**config.mk**
```make
export PLATFORM = sky130hd
export DESIGN_NAME = sdp_ew_operand_dispatch_flat
export DESIGN_NICKNAME = d
export VERILOG_FILES = /design/src/rtl/sdp_ew_operand_dispatch_if.sv /design/src/rtl/sdp_ew_operand_dispatch.sv /design/src/flat_wrapper.sv
export SDC_FILE = /design/constraint.sdc
export NUM_CORES = 1
export LEC_CHECK = 0
export CAP_MARGIN = 30
export CORE_MARGIN = 2
export CORE_UTILIZATION = 35
export DETAILED_ROUTE_END_ITERATION = 8
export PLACE_DENSITY = 0.57
export SYNTH_ARGS = -nofsm -noshare
export SYNTH_HDL_FRONTEND = slang
export SYNTH_SLANG_ARGS = --single-unit
```
**constraint.sdc**
```tcl
create_clock -name nvdla_core_clk -period 2.5 [get_ports nvdla_core_clk]
set_input_delay 0.5 -clock nvdla_core_clk [delete_from_list [all_inputs] [get_ports nvdla_core_clk]]
set_output_delay 0.5 -clock nvdla_core_clk [all_outputs]
set_load 0.03 [all_outputs]
```
**src/rtl/sdp_ew_operand_dispatch_if.sv**
```systemverilog
// Valid/ready stream bundle used for the DMA beat input and both operand outputs.
interface sdp_ew_operand_dispatch_if #(
    parameter int W = 16
);
    logic [W-1:0] pd;
    logic         pvld;
    logic         prdy;

    modport master (output pd, output pvld, input prdy);
    modport slave  (input pd, input pvld, output prdy);
endinterface

```
**src/rtl/sdp_ew_operand_dispatch.sv**
```systemverilog
// Unpacks 64-bit element-wise DMA beats into 16-bit operands and forks them onto
// the ALU and MUL operand streams, one layer per op_en_load.
module sdp_ew_operand_dispatch #(
    parameter int DW = 16,
    parameter int BW = 64,
    parameter int CW = 24
) (
    input  logic                      nvdla_core_clk,
    input  logic                      nvdla_core_rstn,
    input  logic                      op_en_load_i,
    input  logic                      reg2dp_ew_alu_bypass_i,
    input  logic                      reg2dp_ew_alu_src_i,
    input  logic                      reg2dp_ew_mul_bypass_i,
    input  logic                      reg2dp_ew_mul_src_i,
    input  logic [CW-1:0]             reg2dp_elem_num_i,
    sdp_ew_operand_dispatch_if.slave  dma_rd_i,
    sdp_ew_operand_dispatch_if.master ew_alu_in_o,
    sdp_ew_operand_dispatch_if.master ew_mul_in_o,
    output logic                      dispatch_done_o
);

    typedef enum logic [1:0] {
        IDLE,
        RUN,
        DONE
    } state_t;

    state_t        state_q, state_d;
    logic          aluAct_q, aluAct_d;
    logic          mulAct_q, mulAct_d;
    logic [CW-1:0] elemNum_q, elemNum_d;
    logic [CW-1:0] elemCnt_q, elemCnt_d;
    logic [1:0]    lane_q, lane_d;
    logic          beatVld_q, beatVld_d;
    logic [BW-1:0] beatPd_q, beatPd_d;
    logic          aluSent_q, aluSent_d;
    logic          mulSent_q, mulSent_d;

    logic          inRun;
    logic          bothMode;
    logic          loadAluAct;
    logic          loadMulAct;
    logic          aluVld;
    logic          mulVld;
    logic          aluFire;
    logic          mulFire;
    logic          elemDone;
    logic          lastLane;
    logic          lastElem;
    logic          beatRelease;
    logic          dmaRdy;
    logic          beatAccept;
    logic [1:0]    aluIdx;
    logic [1:0]    mulIdx;
    logic [DW-1:0] laneData [4];

    // Split the held beat into its four operand lanes, lane 0 in the low bits.
    always_comb begin
        for (int i = 0; i < 4; i++) begin
            laneData[i] = beatPd_q[i*DW +: DW];
        end
    end

    // Handshake, element-completion and beat-release decode for the current lane.
    always_comb begin
        inRun       = (state_q == RUN);
        bothMode    = aluAct_q & mulAct_q;
        loadAluAct  = ~reg2dp_ew_alu_bypass_i & reg2dp_ew_alu_src_i;
        loadMulAct  = ~reg2dp_ew_mul_bypass_i & reg2dp_ew_mul_src_i;
        aluVld      = inRun & beatVld_q & aluAct_q & ~aluSent_q;
        mulVld      = inRun & beatVld_q & mulAct_q & ~mulSent_q;
        aluFire     = aluVld & ew_alu_in_o.prdy;
        mulFire     = mulVld & ew_mul_in_o.prdy;
        elemDone    = inRun & beatVld_q
                    & (~aluAct_q | aluSent_q | aluFire)
                    & (~mulAct_q | mulSent_q | mulFire);
        lastLane    = bothMode ? (lane_q == 2'd1) : (lane_q == 2'd3);
        lastElem    = (elemCnt_q == elemNum_q);
        beatRelease = elemDone & (lastLane | lastElem);
        dmaRdy      = inRun & (~beatVld_q | (beatRelease & ~lastElem));
        beatAccept  = dma_rd_i.pvld & dmaRdy;
        aluIdx      = bothMode ? {lane_q[0], 1'b0} : lane_q;
        mulIdx      = bothMode ? {lane_q[0], 1'b1} : lane_q;
    end

    assign dma_rd_i.prdy    = dmaRdy;
    assign ew_alu_in_o.pvld = aluVld;
    assign ew_mul_in_o.pvld = mulVld;
    assign ew_alu_in_o.pd   = laneData[aluIdx];
    assign ew_mul_in_o.pd   = laneData[mulIdx];
    assign dispatch_done_o  = (state_q == DONE);

    // Layer sequencing: latch the config on load, walk elements, then pulse done.
    always_comb begin
        state_d   = state_q;
        aluAct_d  = aluAct_q;
        mulAct_d  = mulAct_q;
        elemNum_d = elemNum_q;
        elemCnt_d = elemCnt_q;
        lane_d    = lane_q;
        beatVld_d = beatVld_q;
        beatPd_d  = beatPd_q;
        aluSent_d = aluSent_q;
        mulSent_d = mulSent_q;

        case (state_q)
            IDLE: begin
                if (op_en_load_i) begin
                    aluAct_d  = loadAluAct;
                    mulAct_d  = loadMulAct;
                    elemNum_d = reg2dp_elem_num_i;
                    elemCnt_d = '0;
                    lane_d    = '0;
                    aluSent_d = 1'b0;
                    mulSent_d = 1'b0;
                    beatVld_d = 1'b0;
                    state_d   = (loadAluAct | loadMulAct) ? RUN : DONE;
                end
            end
            RUN: begin
                if (elemDone) begin
                    aluSent_d = 1'b0;
                    mulSent_d = 1'b0;
                    lane_d    = beatRelease ? 2'd0 : lane_q + 2'd1;
                    elemCnt_d = elemCnt_q + 1'b1;
                    if (lastElem) begin
                        state_d = DONE;
                    end
                end else begin
                    aluSent_d = aluSent_q | aluFire;
                    mulSent_d = mulSent_q | mulFire;
                end
                if (beatAccept) begin
                    beatVld_d = 1'b1;
                    beatPd_d  = dma_rd_i.pd;
                end else if (beatRelease) begin
                    beatVld_d = 1'b0;
                end
            end
            DONE: begin
                state_d = IDLE;
            end
            default: begin
                state_d = IDLE;
            end
        endcase
    end

    // State and datapath registers; reset aborts any layer and drops a held beat.
    always_ff @(posedge nvdla_core_clk or negedge nvdla_core_rstn) begin
        if (!nvdla_core_rstn) begin
            state_q   <= IDLE;
            aluAct_q  <= 1'b0;
            mulAct_q  <= 1'b0;
            elemNum_q <= '0;
            elemCnt_q <= '0;
            lane_q    <= '0;
            beatVld_q <= 1'b0;
            beatPd_q  <= '0;
            aluSent_q <= 1'b0;
            mulSent_q <= 1'b0;
        end else begin
            state_q   <= state_d;
            aluAct_q  <= aluAct_d;
            mulAct_q  <= mulAct_d;
            elemNum_q <= elemNum_d;
            elemCnt_q <= elemCnt_d;
            lane_q    <= lane_d;
            beatVld_q <= beatVld_d;
            beatPd_q  <= beatPd_d;
            aluSent_q <= aluSent_d;
            mulSent_q <= mulSent_d;
        end
    end

endmodule

```
**src/flat_wrapper.sv**
```systemverilog
// flat-port wrapper written by rule: the top's interface ports become plain ports
module sdp_ew_operand_dispatch_flat 
#(
    parameter int DW = 16,
    parameter int BW = 64,
    parameter int CW = 24
)
  (nvdla_core_clk, nvdla_core_rstn, op_en_load_i, reg2dp_ew_alu_bypass_i, reg2dp_ew_alu_src_i, reg2dp_ew_mul_bypass_i, reg2dp_ew_mul_src_i, reg2dp_elem_num_i, dispatch_done_o, dma_rd_i_pd, dma_rd_i_pvld, dma_rd_i_prdy, ew_alu_in_o_pd, ew_alu_in_o_pvld, ew_alu_in_o_prdy, ew_mul_in_o_pd, ew_mul_in_o_pvld, ew_mul_in_o_prdy);
  sdp_ew_operand_dispatch_if #(.W(BW)) dma_rd_i_i ();
  sdp_ew_operand_dispatch_if #(.W(DW)) ew_alu_in_o_i ();
  sdp_ew_operand_dispatch_if #(.W(DW)) ew_mul_in_o_i ();
  input  logic nvdla_core_clk;
  input  logic nvdla_core_rstn;
  input  logic op_en_load_i;
  input  logic reg2dp_ew_alu_bypass_i;
  input  logic reg2dp_ew_alu_src_i;
  input  logic reg2dp_ew_mul_bypass_i;
  input  logic reg2dp_ew_mul_src_i;
  input  logic [CW-1:0] reg2dp_elem_num_i;
  output logic dispatch_done_o;
  input wire logic [$bits(dma_rd_i_i.pd)-1:0] dma_rd_i_pd;
  input wire logic [$bits(dma_rd_i_i.pvld)-1:0] dma_rd_i_pvld;
  output wire logic [$bits(dma_rd_i_i.prdy)-1:0] dma_rd_i_prdy;
  output wire logic [$bits(ew_alu_in_o_i.pd)-1:0] ew_alu_in_o_pd;
  output wire logic [$bits(ew_alu_in_o_i.pvld)-1:0] ew_alu_in_o_pvld;
  input wire logic [$bits(ew_alu_in_o_i.prdy)-1:0] ew_alu_in_o_prdy;
  output wire logic [$bits(ew_mul_in_o_i.pd)-1:0] ew_mul_in_o_pd;
  output wire logic [$bits(ew_mul_in_o_i.pvld)-1:0] ew_mul_in_o_pvld;
  input wire logic [$bits(ew_mul_in_o_i.prdy)-1:0] ew_mul_in_o_prdy;
  assign dma_rd_i_i.pd = dma_rd_i_pd;
  assign dma_rd_i_i.pvld = dma_rd_i_pvld;
  assign dma_rd_i_prdy = dma_rd_i_i.prdy;
  assign ew_alu_in_o_pd = ew_alu_in_o_i.pd;
  assign ew_alu_in_o_pvld = ew_alu_in_o_i.pvld;
  assign ew_alu_in_o_i.prdy = ew_alu_in_o_prdy;
  assign ew_mul_in_o_pd = ew_mul_in_o_i.pd;
  assign ew_mul_in_o_pvld = ew_mul_in_o_i.pvld;
  assign ew_mul_in_o_i.prdy = ew_mul_in_o_prdy;
  sdp_ew_operand_dispatch #(.DW(DW), .BW(BW), .CW(CW)) u_core (.nvdla_core_clk(nvdla_core_clk), .nvdla_core_rstn(nvdla_core_rstn), .op_en_load_i(op_en_load_i), .reg2dp_ew_alu_bypass_i(reg2dp_ew_alu_bypass_i), .reg2dp_ew_alu_src_i(reg2dp_ew_alu_src_i), .reg2dp_ew_mul_bypass_i(reg2dp_ew_mul_bypass_i), .reg2dp_ew_mul_src_i(reg2dp_ew_mul_src_i), .reg2dp_elem_num_i(reg2dp_elem_num_i), .dma_rd_i(dma_rd_i_i), .ew_alu_in_o(ew_alu_in_o_i), .ew_mul_in_o(ew_mul_in_o_i), .dispatch_done_o(dispatch_done_o));
endmodule
```
Word level (Yosys, flattened, before mapping)
Cells that the tools add are included.

Register bits: 121. Bits in latches: 0. Bits in writable memories: 0. Memory bits (read-only): 0. Input port bits: 98. Output and inout bits: 36. Word-level logic and storage cells: 95. Memories kept: 0.

Add/sub/neg operators: 2. Multipliers: 0. Div/mod/pow operators: 0. $lt $le $gt $ge: 2. Equal/unequal tests: 9. Shift-type cells: 0. Mux-type cells: 29. Bitwise gates (word level): 35. Reduce and logical (&&, ||, !) cells: 8.

Operator list (count): $bmux 16 s2 (2); $mux 16 (4); $mux 24 (2); $pmux 24 s2 (1); $add 24x1->24 const B (1); $eq 24x24->1 (1); $mux 2 (9); $and 1x1->1 (16); $or 1x1->1 (9); $reduce_and 3->1 (3); $not 1->1 (8); $pmux 2 s2 (2); $ge 3x3->1 const B (2); $mux 1 (6); $ne 2x2->1 const B (3); $not 2->3 (2); $pmux 1 s2 (3); $reduce_and 2->1 (3); $eq 2x1->1 const B (2); $eq 2x2->1 const B (2); $ne 3x3->1 const B (1); $add 2x1->2 const B (1); $logic_not 2->1 (1); $reduce_bool 2->1 (1).

Longest topological paths before layout
Gate-level depths: netlist of run 1.

Depth after elaboration: 15. Depth in mapped cells: 7. Depth with buffers taken out: 5.

Least setup slack after synthesis of run 1
No wires, ideal clock.

Kind: register to output. Start point: register u_core.mulAct_q. End point: output port ew_mul_in_o_pd[10]. Arrival time: 2.021 ns. Data required time: 2.000 ns. Path slack: -0.021 ns. Cell stages (with the launch flop): 7. Path buffers: 2. Cells stage by stage: dfrtp_1 > nand2_1 > mux2i_1 > buf_2 > clkbuf_1 > a211oi_1 > a31oi_1.

Word-level cells in the longest chain between the ends: 6.

RTL lines: from (decl) (RTL line sdp_ew_operand_dispatch.sv:30) `logic mulAct_q, mulAct_d;`; from (signal assigned) (RTL line sdp_ew_operand_dispatch.sv:165) `mulAct_q <= mulAct_d;`; $and 1x1->1 (RTL line sdp_ew_operand_dispatch.sv:67) `bothMode = aluAct_q & mulAct_q;`; $mux 2 (RTL line sdp_ew_operand_dispatch.sv:83) `mulIdx = bothMode ? {lane_q[0], 1'b1} : lane_q;`; $not 2->3 (implied by the code) (RTL line sdp_ew_operand_dispatch.sv:90) `assign ew_mul_in_o.pd = laneData[mulIdx];`; $bmux 16 s2 (RTL line sdp_ew_operand_dispatch.sv:90); $mux 16 (implied by the code) (2 in series) (RTL line sdp_ew_operand_dispatch.sv:90); to (decl) (RTL line flat_wrapper.sv:27) `output wire logic [$bits(ew_mul_in_o_i.pd)-1:0] ew_mul_in_o_pd;`.

Every way passes these cells. The select of a mux whose other input is x is not followed.

Worst setup path after layout of run 1
Start point: register u_core.mulAct_q. End point: output port ew_alu_in_o_pd[5].

Word-level cells in the longest chain between the ends: 6.

RTL lines: $and 1x1->1 (RTL line sdp_ew_operand_dispatch.sv:67); $mux 2 (RTL line sdp_ew_operand_dispatch.sv:82) `aluIdx = bothMode ? {lane_q[0], 1'b0} : lane_q;`; $not 2->3 (implied by the code) (RTL line sdp_ew_operand_dispatch.sv:89) `assign ew_alu_in_o.pd = laneData[aluIdx];`; $bmux 16 s2 (RTL line sdp_ew_operand_dispatch.sv:89); $mux 16 (implied by the code) (2 in series) (RTL line sdp_ew_operand_dispatch.sv:89); to (decl) (RTL line flat_wrapper.sv:24) `output wire logic [$bits(ew_alu_in_o_i.pd)-1:0] ew_alu_in_o_pd;`.

Every way passes these cells. The select of a mux whose other input is x is not followed.

==> out/metrics.yaml, run 1 <==
route:
  wirelength_um: 18500
  via_count: 5166
  antenna_left: 0
  routedWlPerCell_um: 17.94
  drcViolationCount: 0
  initialDrtViolationCount: 387
  dr.pass1.iters: 4
  vias_per_cell: 5.011
timing:
  rsz0062_at_grt: "yes"
  hold-worst-slack_ns: 0.07657
  finalMaxSlewViolations: 0
  fmax_mhz: 371.5
  worst_pin_slew_ns: 0.5717
  fin_crit_sh: 1.077
  hold_viol: 0
  slew_headroom: 0.6188
  clock-skew-final_ns: 0.01008
  setup_viol: 29
  fin_crit_ns: 2.692
  fin_ws_ns: -0.1918
clock_tree:
  clk_path_buf_depth: 2
  htreeDepth: 4
  clk_latency_ns: 0.42
  cts_tree: "built"
  cts_buffers: 17
  cts.root.buffer_cell: "clkbuf_16"
  cts_hold_buf: 0
  clk_pin_slew_ns: 0.06
  cts.sinks: 121
pwr:
  leakagePower_nw: 4.277
  p_total_w: 0.01282
  power_density_nw_per_um2: 1322
  vdd_drop_max_uv: 1314
synth:
  avgSynthCellArea_um2: 11.09
  synth-seq-cells: 121
  synth_warnings: 0
  syn_nets: 680
  synth-async-reset-ratio: 1.000
  ys_seq_area_frac: 0.4698
  synth_top_area_share: 0.4698
  post-synth-top-count-cell: "nand2_1"
  synth_top_cells_by_area: "dfrtp_1, mux2_4, nand2_1"
  synth_common_cells: "nand2_1, dfrtp_1, mux2_4, xor2_1, nor2_1"
  yosysTopAreaCell: "dfrtp_1"
  synth_edf_count: 0
  synthCells: 581
  synth_top_flop_cell: "dfrtp_1"
  synth_cell_types: 46
  syn_area_um2: 6445
die:
  rows: 49
  ioPinCount: 134
  fp.dieW_um: 139.7
  die_area_um2: 19520
  initial_core_util: 0.3576
  core_um2: 18020
  die_y_um: 139.7
critical_path:
  crit_type: "reg2out"
  start_kind: "flip-flop"
  reg2reg_slack_ns: 0.28
  reg2reg_depth: 8
  worst-endpoint-required_ns: 2.00
  cp_max_fo: 8
  cp-end-kind: "primary output"
  crit_end: "ew_alu_in_o_pd[5]"
  worstPathArrival_ns: 2.19
  timing.rr.end: "u_core.beatPd_q[1]$_DFFE_PN0P_"
  rr_startpoint: "u_core.lane_q[1]$_DFFE_PN0P_"
  crit_path_start: "u_core.mulAct_q$_DFFE_PN0P_"
global_routing:
  grt_usage: 0.1914
  antenna_found_initial: 0
  grt_overflow: 0
  grt_start_max_net_pins: 65
  grt_pass1_vias: 5488
  grt_pass1_wl_um: 29550
placement:
  io_buffers: 133
  gp_congestion: 0.8381
  pre_cts_ws_ns: -0.2202
  dp_hpwl_um: 12410
final_layout:
  drive_gt1_frac: 0.3454
  multi_input_area_um2: 3456
  area_growth_pct: 50.50
  n_fill_cell: 1553
  finalNetCount: 888
  seqCellArea_um2: 3028
  diodes: 0
outcome:
  failed_checks: "negative setup slack"
  outcome: "complete, but fails checks"
min_path:
  hp-class: "in2async"
flow_run:
  maxCapViolCount: 0
cell families (layout without fill, tap and decap cells):
group / Yosys count / in the layout / synth area share
flops: 121 / 121 / 0.4698
buf+inv: 40 / 261 / 0.03106
compound gates: 56 / 56 / 0.06232
xor+xnor: 45 / 45 / 0.06115
fa+ha+maj: 1 / 1 / 0.001941
mux: 82 / 82 / 0.2058
simple gates: 236 / 236 / 0.1679
how the worst min path moves through the flow:
stage / start / endpoint / slack (ns) / cells after the start
after floorplan: nvdla_core_rstn / u_core.aluAct_q$_DFFE_PN0P_ / 0.20 / 0
after global placement: u_core.elemNum_q[22]$_DFFE_PN0P_ / u_core.elemNum_q[22]$_DFFE_PN0P_ / 0.49 / 2
after detailed placement: u_core.elemNum_q[1]$_DFFE_PN0P_ / u_core.elemNum_q[1]$_DFFE_PN0P_ / 0.49 / 2
after CTS: nvdla_core_rstn / u_core.elemNum_q[22]$_DFFE_PN0P_ / 0.09 / 1
after global routing: nvdla_core_rstn / u_core.state_q[0]$_DFFE_PN0P_ / 0.10 / 1
final: nvdla_core_rstn / u_core.state_q[0]$_DFFE_PN0P_ / 0.08 / 1
final cells by class:
| type | instances | area share |
|---|---|---|
| inverter | 6 | 0.002322 |
| clock inverter | 15 | 0.01754 |
| tap | 229 | 0.02954 |
| timing repair buffer | 223 | 0.2383 |
| sequential | 121 | 0.3122 |
| clock buffer | 17 | 0.04386 |
| multi-input combinational | 420 | 0.3563 |
state kept, by name, indices dropped and copies added, names as in the netlist:
register	count
u_core.elemCnt_q	24
u_core.beatVld_q	1
u_core.state_q	2
u_core.beatPd_q	64
u_core.lane_q	2
u_core.aluSent_q	1
u_core.mulSent_q	1
u_core.elemNum_q	24
u_core.aluAct_q	1
u_core.mulAct_q	1
worst max-delay path, cell delays in order, from the launching register on:
cell     delay (ns)
dfrtp_1        0.38
nand2_2        0.11
mux2i_4        0.31
buf_12         0.16
buf_16         0.14
mux4_2         0.52
buf_6          0.16
per-layer routing:
metal / wire length (um) / GRT usage / up-vias / share of wire
met5: 0 / 0 / - / 0
met4: 209 / 0.04737 / 0 / 0.011
met3: 827 / 0.05265 / 20 / 0.045
met2: 8989 / 0.3142 / 129 / 0.49
met1: 8470 / 0.2521 / 2561 / 0.46
li1: - / - / 2456 / -
where the power goes:
part / internal, W / switching (W) / leakage [nW]
Sequential: 0.00259 / 0.000572 / 1.45
Combinational: 0.00388 / 0.00333 / 2.54
Clock: 0.00149 / 0.000956 / 0.286
Total: 0.00796 / 0.00486 / 4.28
repair_timing:
item / 4_1_cts / 5_1_grt
gates cloned: 3 / 2
setup endpoints to repair: 32 / 33
pin swaps: 2 / 3
resized for setup: 157 / 20
setup buffers: 11 / 5
cells in the final DEF, fill, tap and decap left out, drive strengths merged, types with 5 or more instances in the layout:
cell type,instances
clkinv,8
xor2,32
a21oi,5
dfrtp,121
mux2,64
o21ai,5
mux4,16
nor2,31
nand2,129
nor4,15
nand3,9
xnor2,13
clkdlybuf4s50,97
buf,121
clkbuf,19
nand4,11
inv,9
a31oi,18
and2,19
a211oi,16
stage by stage:
stage,util,instance area (um2),std cells,TNS (ns)
global route,0.5381,9699,1031,-5.283
finish,0.5381,9699,1031,-2.762
global placement,0.4760,8579,980,-3.708
detailed placement,0.4760,8579,980,-4.215
floorplan,-,6507,581,-0.08278
CTS,0.5291,9537,1026,-4.619
(Power assumes the default switching activity.)
==> run 2, diff against run 1 <==
--- a/config.mk
+++ b/config.mk
@@ -9,7 +9,8 @@
 export CORE_MARGIN = 2
 export CORE_UTILIZATION = 35
 export DETAILED_ROUTE_END_ITERATION = 8
-export PLACE_DENSITY = 0.57
+export MAX_ROUTING_LAYER = met4
+export PLACE_DENSITY_LB_ADDON = 0.15
 export SYNTH_ARGS = -nofsm -noshare
 export SYNTH_HDL_FRONTEND = slang
 export SYNTH_SLANG_ARGS = --single-unit
==> run 2 against run 1 <==
- the run still ends with negative setup slack left
- first-iteration DRC count down 16%
- global-route usage up 0.60 points
- power up 1.9%
- sequential cell count unchanged
- design area up 0.32%
- wire length down 0.72%
- clock-buffer cell count up 4
- setup slack worse by 0.018 ns
- die area unchanged
- register-to-register slack about the same
- critical endpoint is now ew_alu_in_o_pd[4]
==> out/metrics.yaml, run 2 (synthesis results as in run 1) <==
final_layout:
  finalNetCount: 880  # -0.90%
  n_fill_cell: 1530  # -1.5%
  layout_commonest_cell: "nand2_1"
  stdcell_area_um2: 9731  # +0.32%
  final_cell_mix: "nand2_1, dfrtp_1, clkdlybuf4s50_1, mux2_4, buf_4"
  multi_input_area_um2: 3502  # +1.3%
  fin_util: 0.5398  # +0.001736
  diodes: 0  # unchanged
  reg_top3: "u_core.beatPd_q (64), u_core.elemCnt_q (24), u_core.elemNum_q (24)"
  area_growth_pct: 50.98
  top_register: "u_core.beatPd_q"
  drive_gt1_frac: 0.3388  # -0.006596
  largest_reg_flops: 64  # unchanged
  seqCellArea_um2: 3028  # unchanged
timing:
  fin_ws_ns: -0.2095  # -0.01768 ns
  setup_viol: 33  # +14%
  fmax_mhz: 369.1  # -0.65%
  fin_crit_ns: 2.710  # +0.01768 ns
  clock-skew-final_ns: 0.01379  # +0.003704 ns
  hold_viol: 0  # unchanged
  rsz0062_at_grt: "yes"
  finalMaxSlewViolations: 0  # unchanged
  worst_pin_slew_ns: 0.5654  # -0.006318 ns
  slew_headroom: 0.6198  # +0.0009900
  fin_crit_sh: 1.084  # +0.007074
pwr:
  netSwitchingPower_w: 0.004906  # +0.90%
  clock_power_share: 0.197  # +0.007
  p_total_w: 0.01307  # +1.9%
  combPwrFrac: 0.559  # -0.004
  vdd_drop_max_uv: 960.7  # -27%
  switching_share: 0.3754  # -0.003835
  leakagePower_nw: 4.257  # -0.47%
  power_density_nw_per_um2: 1343  # +1.6%
  pwr-share-seq: 0.244  # -0.003
  p_int_w: 0.008163  # +2.6%
critical_path:
  rr_startpoint: "u_core.lane_q[1]$_DFFE_PN0P_"
  cp-end-kind: "primary output"
  start_kind: "flip-flop"
  cp_max_fo: 6  # -2
  slowest_delay_ns: 0.50  # -0.02 ns
  crit_path_start: "u_core.mulAct_q$_DFFE_PN0P_"
  reg2reg_depth: 9  # +1
  critPathSlowestCell: "mux4_2"
  worstPathArrival_ns: 2.21  # +0.02 ns
  cp.depth: 7  # +1
  worst-path-buf-inv: 4  # +1
  reg2reg_slack_ns: 0.29  # about the same
  crit_chain: "nand2_2 > mux2i_4 > buf_6 > buf_12 > buf_12 > mux4_2 > buf_6"
  worst-endpoint-required_ns: 2.00  # about the same
  crit_type: "reg2out"
  crit_end: "ew_alu_in_o_pd[4]"
  timing.rr.end: "u_core.beatPd_q[59]$_DFFE_PN0P_"
  critPathTopFamily: "multiplexers"
clock_tree:
  htreeDepth: 4  # unchanged
  clk_latency_ns: 0.42  # about the same
  cts.sinks: 121  # unchanged
  cts.root.buffer_cell: "clkbuf_16"
  clk_path_buf_depth: 2  # unchanged
  clk_pin_slew_ns: 0.05  # about the same
  cts_buffers: 17  # unchanged
  cts_tree: "built"
route:
  vias_per_cell: 5.107  # +1.9%
  initialDrtViolationCount: 327  # -16%
  dr.pass1.iters: 5  # +1
  antenna_left: 0  # unchanged
  via_count: 5224  # +1.1%
  drcViolationCount: 0  # unchanged
  routedWlPerCell_um: 17.95  # about the same
  wirelength_um: 18360  # -0.72%
die:
  die_area_um2: 19520  # unchanged
  rows: 49  # unchanged
  ioPinCount: 134  # unchanged
  fp.dieW_um: 139.7  # unchanged
  initial_core_util: 0.3576  # unchanged
  core_um2: 18020  # unchanged
  die_y_um: 139.7  # unchanged
outcome:
  failed_checks: "negative setup slack"
  outcome: "complete, but fails checks"
global_routing:
  grt_start_max_net_pins: 44  # -32%
  grt_usage: 0.1974  # +0.005998
  antenna_found_initial: 0  # unchanged
  grt_pass1_vias: 5536  # +0.87%
  grt_pass1_wl_um: 29410  # -0.49%
  grt_overflow: 0  # unchanged
placement:
  gp_congestion: 0.8519  # +1.6%
  io_buffers: 133  # unchanged
  dpl-instance-area_um2: 8462  # -1.4%
  dp_hpwl_um: 12230  # -1.4%
flow_run:
  maxCapViolCount: 0  # unchanged
min_path:
  hp-class: "in2async"
[run 2: changes by cell type in the layout (fill, tap and decap cells not counted), sizes merged]
cell and delta:
buf -7, clkbuf +4, clkinv -4, inv -3
clkinvlp +2, bufbuf -1, bufinv +1
[run 2: through the flow]
| stage | setup TNS, ns | hold slack [ns] | setup slack, ns | std cells |
|---|---|---|---|---|
| final | -3.903 | 0.05683 | -0.2095 | 1023 |
| after global routing | -6.948 | 0.09063 | -0.2907 | 1023 |
| after CTS | -4.427 | 0.07271 | -0.2174 | 1020 |
| after detailed placement | -2.016 | 0.4884 | -0.1513 | 966 |
| after global placement | -1.629 | 0.4842 | -0.1376 | 966 |
| after floorplan | -0.08278 | 0.2044 | -0.02069 | 581 |
[run 2: area by class of cell]
class                      count  area share
inverter                       6    0.002315
sequential                   121      0.3112
multi-input combinational    420      0.3599
clock inverter                11     0.01479
timing repair buffer         215      0.2330
tap                          229     0.02945
clock buffer                  21     0.04938
[run 2: worst reg2reg max path: cells and delay by family, from the launching register on]
family	cells	cell delay [ns]
multiplexers	2	0.49
buffers and inverters	4	0.71
AND/OR/NAND/NOR	1	0.13
AO/OA/AOI/OAI	2	0.36
flip-flops	1	0.40
[run 2: repair_timing]
action | 4_1_cts | 5_1_grt
gates resized for setup | 144 | 19
pin swaps | 7 | 4
hold buffers | 0 | 0
buffers inserted | 19 | 6
setup endpoints to repair | 31 | 33
cloned | 3 | 2
[run 2: layer usage]
metal  track usage  wire (um)  part of all wire
met2        0.3045       8921              0.49
met4       0.05474        300             0.016
met1        0.2625       8282              0.45
met5             -          0                 0
met3       0.04577        860             0.047
[run 2: worst min path at each step]
stage,slack (ns),start,depth (start not counted),to
5_1_grt,0.09,nvdla_core_rstn,1,u_core.aluSent_q$_DFFE_PN0P_
4_1_cts,0.07,nvdla_core_rstn,1,u_core.mulSent_q$_DFFE_PN0P_
3_3_place_gp,0.48,u_core.elemNum_q[12]$_DFFE_PN0P_,2,u_core.elemNum_q[12]$_DFFE_PN0P_
3_5_place_dp,0.49,u_core.elemNum_q[10]$_DFFE_PN0P_,2,u_core.elemNum_q[10]$_DFFE_PN0P_
6_report,0.06,nvdla_core_rstn,1,u_core.mulSent_q$_DFFE_PN0P_
2_1_floorplan,0.20,nvdla_core_rstn,0,u_core.aluAct_q$_DFFE_PN0P_
[run 2: power by group through the flow]
| stage | clock network, W | registers (W) | logic, W |
|---|---|---|---|
| after floorplan | 0 | 0.00298 | 0.00403 |
| after global placement | 0 | 0.00312 | 0.00598 |
| after detailed placement | 0 | 0.00315 | 0.00606 |
| after CTS | 0.00263 | 0.00315 | 0.00713 |
| after global routing | 0.00272 | 0.00326 | 0.00771 |
| final | 0.00258 | 0.00318 | 0.00731 |
